[config.mk]
export PLATFORM = sky130hd
export DESIGN_NAME = score_display
export DESIGN_NICKNAME = d
export VERILOG_FILES = /design/src/rtl/score_display.sv
export SDC_FILE = /design/constraint.sdc
export NUM_CORES = 1
export LEC_CHECK = 0
export CAP_MARGIN = 20
export CORE_MARGIN = 5
export CORE_UTILIZATION = 50
export DETAILED_ROUTE_END_ITERATION = 10
export GPL_TIMING_DRIVEN = 0
export PLACE_DENSITY_LB_ADDON = 0.1
export SLEW_MARGIN = 20
export SYNTH_ARGS = -nofsm -noshare
export SYNTH_HDL_FRONTEND = slang
export SYNTH_SLANG_ARGS = --single-unit
[constraint.sdc]
create_clock -name clk -period 3.7 [get_ports clk]
set_input_delay 0.74 -clock clk [delete_from_list [all_inputs] [get_ports clk]]
set_output_delay 0.74 -clock clk [all_outputs]
set_load 0.02 [all_outputs]
[src/rtl/score_display.sv]
// Four-digit BCD score accumulator with a one-digit-per-cycle adder and a
// free-running, leading-zero-blanked scan of a multiplexed 7-segment display.
module score_display #(
   parameter int REFRESH_DIV = 100000
) (
   input  logic        clk,
   input  logic        reset,
   input  logic        clear,
   input  logic        add_valid,
   input  logic [3:0]  add_val,
   output logic        add_ready,
   output logic [15:0] score,
   output logic [7:0]  seg,
   output logic [3:0]  an
);
   localparam int CNT_W = $clog2(REFRESH_DIV);
   localparam logic [CNT_W-1:0] CNT_MAX = CNT_W'(REFRESH_DIV - 1);

   typedef enum logic [2:0] {IDLE, ADD0, ADD1, ADD2, ADD3, SAT} state_t;

   state_t      state_q, state_d;
   logic [15:0] score_q, score_d;
   logic [3:0]  operand_q, operand_d;
   logic        carry_q, carry_d;

   logic [1:0]  dig_sel;
   logic [3:0]  dig_cur;
   logic [3:0]  opnd_cur;
   logic [4:0]  sum;

   always_comb begin
      case (state_q)
         ADD1:    dig_sel = 2'd1;
         ADD2:    dig_sel = 2'd2;
         ADD3:    dig_sel = 2'd3;
         default: dig_sel = 2'd0;
      endcase
      dig_cur  = score_q[{dig_sel, 2'b00} +: 4];
      opnd_cur = (state_q == ADD0) ? operand_q : 4'd0;
      sum      = {1'b0, dig_cur} + {1'b0, opnd_cur} + {4'd0, carry_q};
   end

   always_comb begin
      state_d   = state_q;
      score_d   = score_q;
      operand_d = operand_q;
      carry_d   = carry_q;
      if (clear) begin
         state_d = IDLE;
         score_d = 16'h0000;
         carry_d = 1'b0;
      end else begin
         case (state_q)
            IDLE: begin
               if (add_valid) begin
                  operand_d = (add_val > 4'd9) ? 4'd9 : add_val;
                  carry_d   = 1'b0;
                  state_d   = ADD0;
               end
            end
            ADD0, ADD1, ADD2, ADD3: begin
               if (sum > 5'd9) begin
                  score_d[{dig_sel, 2'b00} +: 4] = 4'(sum - 5'd10);
                  carry_d = 1'b1;
               end else begin
                  score_d[{dig_sel, 2'b00} +: 4] = sum[3:0];
                  carry_d = 1'b0;
               end
               case (state_q)
                  ADD0:    state_d = ADD1;
                  ADD1:    state_d = ADD2;
                  ADD2:    state_d = ADD3;
                  default: state_d = (sum > 5'd9) ? SAT : IDLE;
               endcase
            end
            SAT: begin
               score_d = 16'h9999;
               state_d = IDLE;
            end
            default: state_d = IDLE;
         endcase
      end
   end

   always_ff @(posedge clk) begin
      if (reset) begin
         state_q   <= IDLE;
         score_q   <= 16'h0000;
         operand_q <= 4'd0;
         carry_q   <= 1'b0;
      end else begin
         state_q   <= state_d;
         score_q   <= score_d;
         operand_q <= operand_d;
         carry_q   <= carry_d;
      end
   end

   assign add_ready = (state_q == IDLE);
   assign score     = score_q;

   // A digit is blank when it and every more significant digit are zero.
   logic [3:0] blank;
   genvar gi;
   generate
      for (gi = 0; gi < 4; gi++) begin : g_blank
         if (gi == 0) begin : g_units
            assign blank[gi] = 1'b0;
         end else begin : g_upper
            assign blank[gi] = (score_q[15:gi*4] == '0);
         end
      end
   endgenerate

   function automatic logic [7:0] seg_encode(input logic [3:0] d);
      case (d)
         4'd0:    return 8'hC0;
         4'd1:    return 8'hF9;
         4'd2:    return 8'hA4;
         4'd3:    return 8'hB0;
         4'd4:    return 8'h99;
         4'd5:    return 8'h92;
         4'd6:    return 8'h82;
         4'd7:    return 8'hF8;
         4'd8:    return 8'h80;
         4'd9:    return 8'h90;
         default: return 8'hFF;
      endcase
   endfunction

   logic [CNT_W-1:0] refresh_cnt_q;
   logic [1:0]       idx_q;
   logic [3:0]       an_q;
   logic [7:0]       seg_q;
   logic [7:0]       seg_d;

   assign seg_d = blank[idx_q] ? 8'hFF : seg_encode(score_q[{idx_q, 2'b00} +: 4]);

   always_ff @(posedge clk) begin
      if (reset) begin
         refresh_cnt_q <= '0;
         idx_q         <= 2'd0;
         an_q          <= 4'b1110;
         seg_q         <= 8'hC0;
      end else begin
         if (refresh_cnt_q == CNT_MAX) begin
            refresh_cnt_q <= '0;
            idx_q         <= idx_q + 2'd1;
         end else begin
            refresh_cnt_q <= refresh_cnt_q + 1'b1;
         end
         an_q  <= ~(4'b0001 << idx_q);
         seg_q <= seg_d;
      end
   end

   assign an  = an_q;
   assign seg = seg_q;

endmodule

== After elaboration in Yosys (flattened, before gate mapping) ==
Memory sizes are Yosys's and may differ from the RTL's.
Index checks and enable logic that the tools add are counted.
W data, S select, Z words.
Word-level totals
  logic and storage cells: 63
  output and inout bits: 29
  memories kept: 1
  bits in read-only memories: 112
  flip-flop bits (word level): 55
Memories
  (name not given): depth 16, bits a word 7, rd ports 1, clocked after memory_dff 0, wr ports 0, line 116  | case (d)
Cells by class
  reductions and logical operators: 12
  shift operators: 6
  $add $sub $neg: 6
  multiplexer cells: 17
  magnitude comparators: 3
  bitwise logic cells: 2
  equality and inequality tests: 7
Operator list (number)
  $bwmux W16: 2
  $pmux W16 S2: 1
  $shiftx A16 B5 Y4: 2
  $shiftx A4 B6 Y16: 2
  $add A17 B1 Y17 const B: 1
  $eq A17 B17 Y1 const B: 1
  $mux W16: 1
  $shift A4 B6 Y16 const A: 1
  $logic_not A12 Y1: 1
  $pmux W3 S3: 1
  $logic_not A8 Y1: 1
  $mux W4: 2
  $eq A3 B2 Y1 const B: 2
  $eq A3 B3 Y1 const B: 2
  $mux W3: 2
  $mux W6: 1
  $neg A4 Y6: 1
  $pmux W2 S3: 1
  $pmux W3 S2: 1
  $reduce_or A2 Y1: 3
  $add A4 B4 Y5: 1
  $add A5 B1 Y5: 1
  $gt A5 B4 Y1 const B: 1
  $gt A4 B4 Y1 const B: 1
  17 further kinds: 20

== Longest topological paths before layout ==
  word-level depth: 10
  gate-level depth with buffers: 15
  gate-level depth less buffers: 13

== Least setup slack after synthesis ==
OpenSTA, ideal clock, no wires.
  path type: register to register
  start: register state_q[2]
  end: register score_q[10], in the netlist score[10]
  stages on the path, launching flop included: 14
  slack: 0.037 ns
  arrival time: 3.589 ns
  period minus slack after synthesis: 3.663 ns
  path through: dfxtp_1 -> clkbuf_1 -> clkbuf_1 -> o22ai_1 -> o21ai_0 -> nand2_1 -> fa_1 -> fa_1 -> xor2_1 -> ha_1 -> a22o_2 -> o311ai_2 -> mux2_2 -> o21ai_0
On the way
  longest elaborated chain between the ends: 10
RTL lines
  from (decl): line 21  | state_t state_q, state_d;
  from (signal assigned): line 92  | state_q <= state_d;
  $eq A3 B3 Y1 / $eq A3 B2 Y1 (equally long branches): line 32, 53
  $pmux W2 S3: line 32  | case (state_q)
  $shiftx A16 B5 Y4: line 38  | dig_cur = score_q[{dig_sel, 2'b00} +: 4];
  $add A4 B4 Y5: line 40  | sum = {1'b0, dig_cur} + {1'b0, opnd_cur} + {4'd0, carry_q};
  $add A5 B1 Y5: line 40
  $sub A4 B4 Y4: line 63  | score_d[{dig_sel, 2'b00} +: 4] = 4'(sum - 5'd10);
  $shiftx A4 B6 Y16: line 63
  $bwmux W16: line 63
  $mux W16: line 62  | if (sum > 5'd9) begin
  $pmux W16 S2: line 53  | case (state_q)
  to (signal assigned): line 93  | score_q <= score_d;
  to (decl): line 22  | logic [15:0] score_q, score_d;
Several ways; a longest one is shown, not always the timed one.
A chain may end at the register's enable or synchronous reset.

== Worst setup path in the final report ==
  start: register state_q[2]
  end: register score_q[14], in the netlist score[14]
The elaborated chain is that of the path after synthesis.

==> results by group <==
Clocking
  – # clock sinks: between 50 and 60
  – H-tree levels: 2
  – Root Driver: clkbuf_8
  – Clk_lat worst skew: 0.31 ns
  – CTS Hold Bufs: 0
  – Maximum clock path buffer count: 2
  – CTS clk-pin slew, worst paths: roughly 0.10 ns
  – CTS tree: built
  – Num CTS Buffers: 5

Logic synthesis
  – Synth async-reset ratio: 0%
  – Mapped Cells: approximately 390
  – Syn_nets: around 420
  – Top FF cell, synth: dfxtp_1
  – Share of the yosys chip area belonging to registers: 33.8%
  – Synthesized flop and latch total: 54
  – Mean post-synth cell area: about 8.3 um^2
  – Post-synth cell types: 58
  – Yosys warning total: 0
  – Netlist Area Pre-Place: between 3000 and 4000 um^2
  – EDFF count, synth: 0

Timing
  – Worst Tran Pin Value: around 0.55 ns
  – Slew Viols, Final: 0
  – Worst Skew: 0.00660 ns
  – Period utilization: around 93%
  – RSZ-0062 raised after global routing: false
  – Worst rel slew slack: 63.3%
  – TNS Setup: 0 ns
  – Final Setup Violations: 0
  – Final min period: roughly 3.4 ns
  – Fmax: slightly below 300 MHz
  – Final Hold Fails: 0

Global routing
  – Largest net degree at the start of global routing: 17
  – Layer carrying the most global-route usage: met2
  – Met2 Usage GRT: between 30% and 40%
  – Met3 usage: around 3.6%
  – Initial antenna violation count: 0
  – Vias in the first global route: around 2.8k
  – Met1 Track Usage GR: a little over a quarter
  – Total global routing track utilization: just under 20%
  – First-pass GRT wire length: approximately 13000 um
  – GRT overflow: 0

Detailed routing
  – Via-to-Cell Ratio: 5.86
  – DR iter-0 viols: 140
  – TritonRoute pass-1 iters: 6
  – Total number of vias: between 2k and 3k
  – Antenna Nets Post-Route: 0
  – Routed WL: between 7000 and 8000 um
  – DRC viols: 0
  – Routed length per instance: about 16 um

Setup path
  – Crit-path max FO: 10
  – CP arrival: around 3.7 ns
  – Startpoint Class: flop
  – WS Path Type: flop to flop
  – CP endpoint kind: flop
  – CP required: between 3 and 4 ns

Placement
  – # port buffers: 35
  – Detailed placement HPWL: ~6000 um
  – GPL Wtd Cong: between 0.9 and 1

Floorplan
  – Number of I/O pins: 37
  – Floorplan row count: 29
  – Die ar.: ~8100 um^2
  – Die width: 90.0 um
  – Height of the die: around 90 um
  – Initial core utilization: between 50% and 60%
  – Core area: 6280 um^2

Status
  – Outcome: complete, no violations

Pwr
  – PnR Total Power: approximately 1.1 mW
  – Max VDD drop: 0.000178 V
  – Pleak: 1.33 nW
  – Power density over cell area: around 280 nW/um^2

Finish
  – N_diodes: 0
  – Final Net Count: roughly 460
  – Area growth syn-to-layout: 19.2%
  – Layout cell share with drive strength beyond 1: under 10%

Job
  – Max_cap viols: 0

Worst hold path
  – Worst Hold Class: flop to flop
## cell usage after synthesis, types with 4 or more instances
cell type	count	area (um^2)
a21o_1	5	37.5
a21oi_1	32	160
a31oi_1	5	31.3
and2_1	4	25.0
buf_2	4	20.0
clkbuf_1	11	41.3
dfxtp_1	54	1080
ha_1	18	225
inv_1	14	52.6
mux2i_1	7	70.1
nand2_1	29	109
nand2b_1	9	56.3
nand3_1	13	65.1
nand4_1	6	37.5
nor2_1	47	176
nor2b_1	8	50.1
nor3_1	7	35.0
o21a_1	4	30.0
o21ai_0	19	95.1
o22ai_1	10	62.6
xnor2_1	9	78.8
xor2_1	10	87.6
## per-layer routing
layer,part of all wire (%),routed length (um)
met5,0,0
met4,4.0,317
met3,6.9,550
met2,46,3640
met1,43,3460
## cell usage in the layout, fill, tap and decap left out, types with 3 or more instances in the layout
master,n
a31oi_1,5
clkbuf_8,6
and2_1,4
ha_1,17
or2_2,3
dfxtp_1,51
clkbuf_1,7
xor2_1,10
xnor2_1,9
and3_1,3
o22ai_1,10
mux2i_1,7
inv_1,14
or3_1,3
nand3_1,13
nand2_1,29
nand4_1,6
buf_2,4
a21o_1,5
a21oi_1,32
o221ai_1,3
nor3_1,7
nor2b_1,6
o21ai_0,18
buf_4,3
nand2b_1,8
nor2_1,47
or4_1,3
nor4_1,3
o21a_1,4
nand3b_1,3
clkdlybuf4s50_1,35
mux4_2,3
## kinds of logic (layout without fill, tap and decap cells)
| family | after synthesis | after routing | share of synthesized area (%) |
|---|---|---|---|
| mux | 13 | 13 | 5.36 |
| flops | 54 | 54 | 33.8 |
| buf+inv | 34 | 76 | 5.01 |
| compound gates | 95 | 95 | 18.7 |
| fa+ha+maj | 20 | 20 | 8.29 |
| xor+xnor | 19 | 19 | 5.20 |
| simple gates | 151 | 151 | 23.6 |
| other cells | 1 | 1 | 0.117 |
## area by class of cell
cell class	count	area [um^2]
well taps	77	96.3
fillers	574	2460
flip-flops and latches	54	1090
multi-input cells	299	1990
inverters	15	56.3
clock buffers	6	72.6
clock inverters	2	37.5
plain buffers	17	111
repair buffers	36	358
## final timing paths
path,endpoint,cells after the start,slack (ns),startpoint
worst max-delay path,score[14]$_SDFFE_PP0P_,13,0.27,state_q[2]$_SDFFE_PP0P_
worst max register to register,score[14]$_SDFFE_PP0P_,13,0.27,state_q[2]$_SDFFE_PP0P_
worst min-delay path,refresh_cnt_q[0]$_SDFF_PP0_,1,0.45,refresh_cnt_q[0]$_SDFF_PP0_
worst min register to register,refresh_cnt_q[0]$_SDFF_PP0_,1,0.45,refresh_cnt_q[0]$_SDFF_PP0_
## worst max-delay path: stages (launching register included)
cell and delay (ns):
dfxtp_4 0.39, buf_4 0.17, clkbuf_8 0.17, o22ai_1 0.07, o21ai_0 0.16, nand2_1 0.11, fa_2 0.38, fa_2 0.36
xor2_1 0.20, ha_2 0.24, a22o_2 0.30, o311ai_4 0.27, mux2_4 0.36, o21ai_0 0.16
## where the power goes
group          switching, mW  total [mW]  internal [mW]
Combinational         0.0462      0.0796         0.0334
Clock                  0.197       0.399          0.202
Sequential           0.00540       0.591          0.586
## metrics by stage
stage | util [%] | hold slack (ns) | area (um^2) | setup slack [ns] | cells
detailed placement | 58.1 | 0.442 | 3650 | -0.446 | 499
CTS | 60.6 | 0.458 | 3800 | 0.0326 | 506
finish | 60.8 | 0.450 | 3810 | 0.270 | 506
global route | 60.8 | 0.484 | 3810 | 0.0287 | 506
global placement | 58.1 | 0.430 | 3650 | -0.484 | 499
floorplan | - | 0.417 | 3200 | 0.0369 | 387
## what timing repair did
| action | CTS | global route |
|---|---|---|
| pin swaps | 1 | 1 |
| endpoints found under the setup margin | 15 | 15 |
| setup buffers | 1 | 0 |
| resized for setup | 15 | 7 |
## flip-flops by register name, indices dropped and copies added (netlist names)
register,cells
refresh_cnt_q,17
an,4
operand_q,4
state_q,3
score,16
idx_q,2
carry_q,1
seg,7
Power figures use the tool's default switching activity.
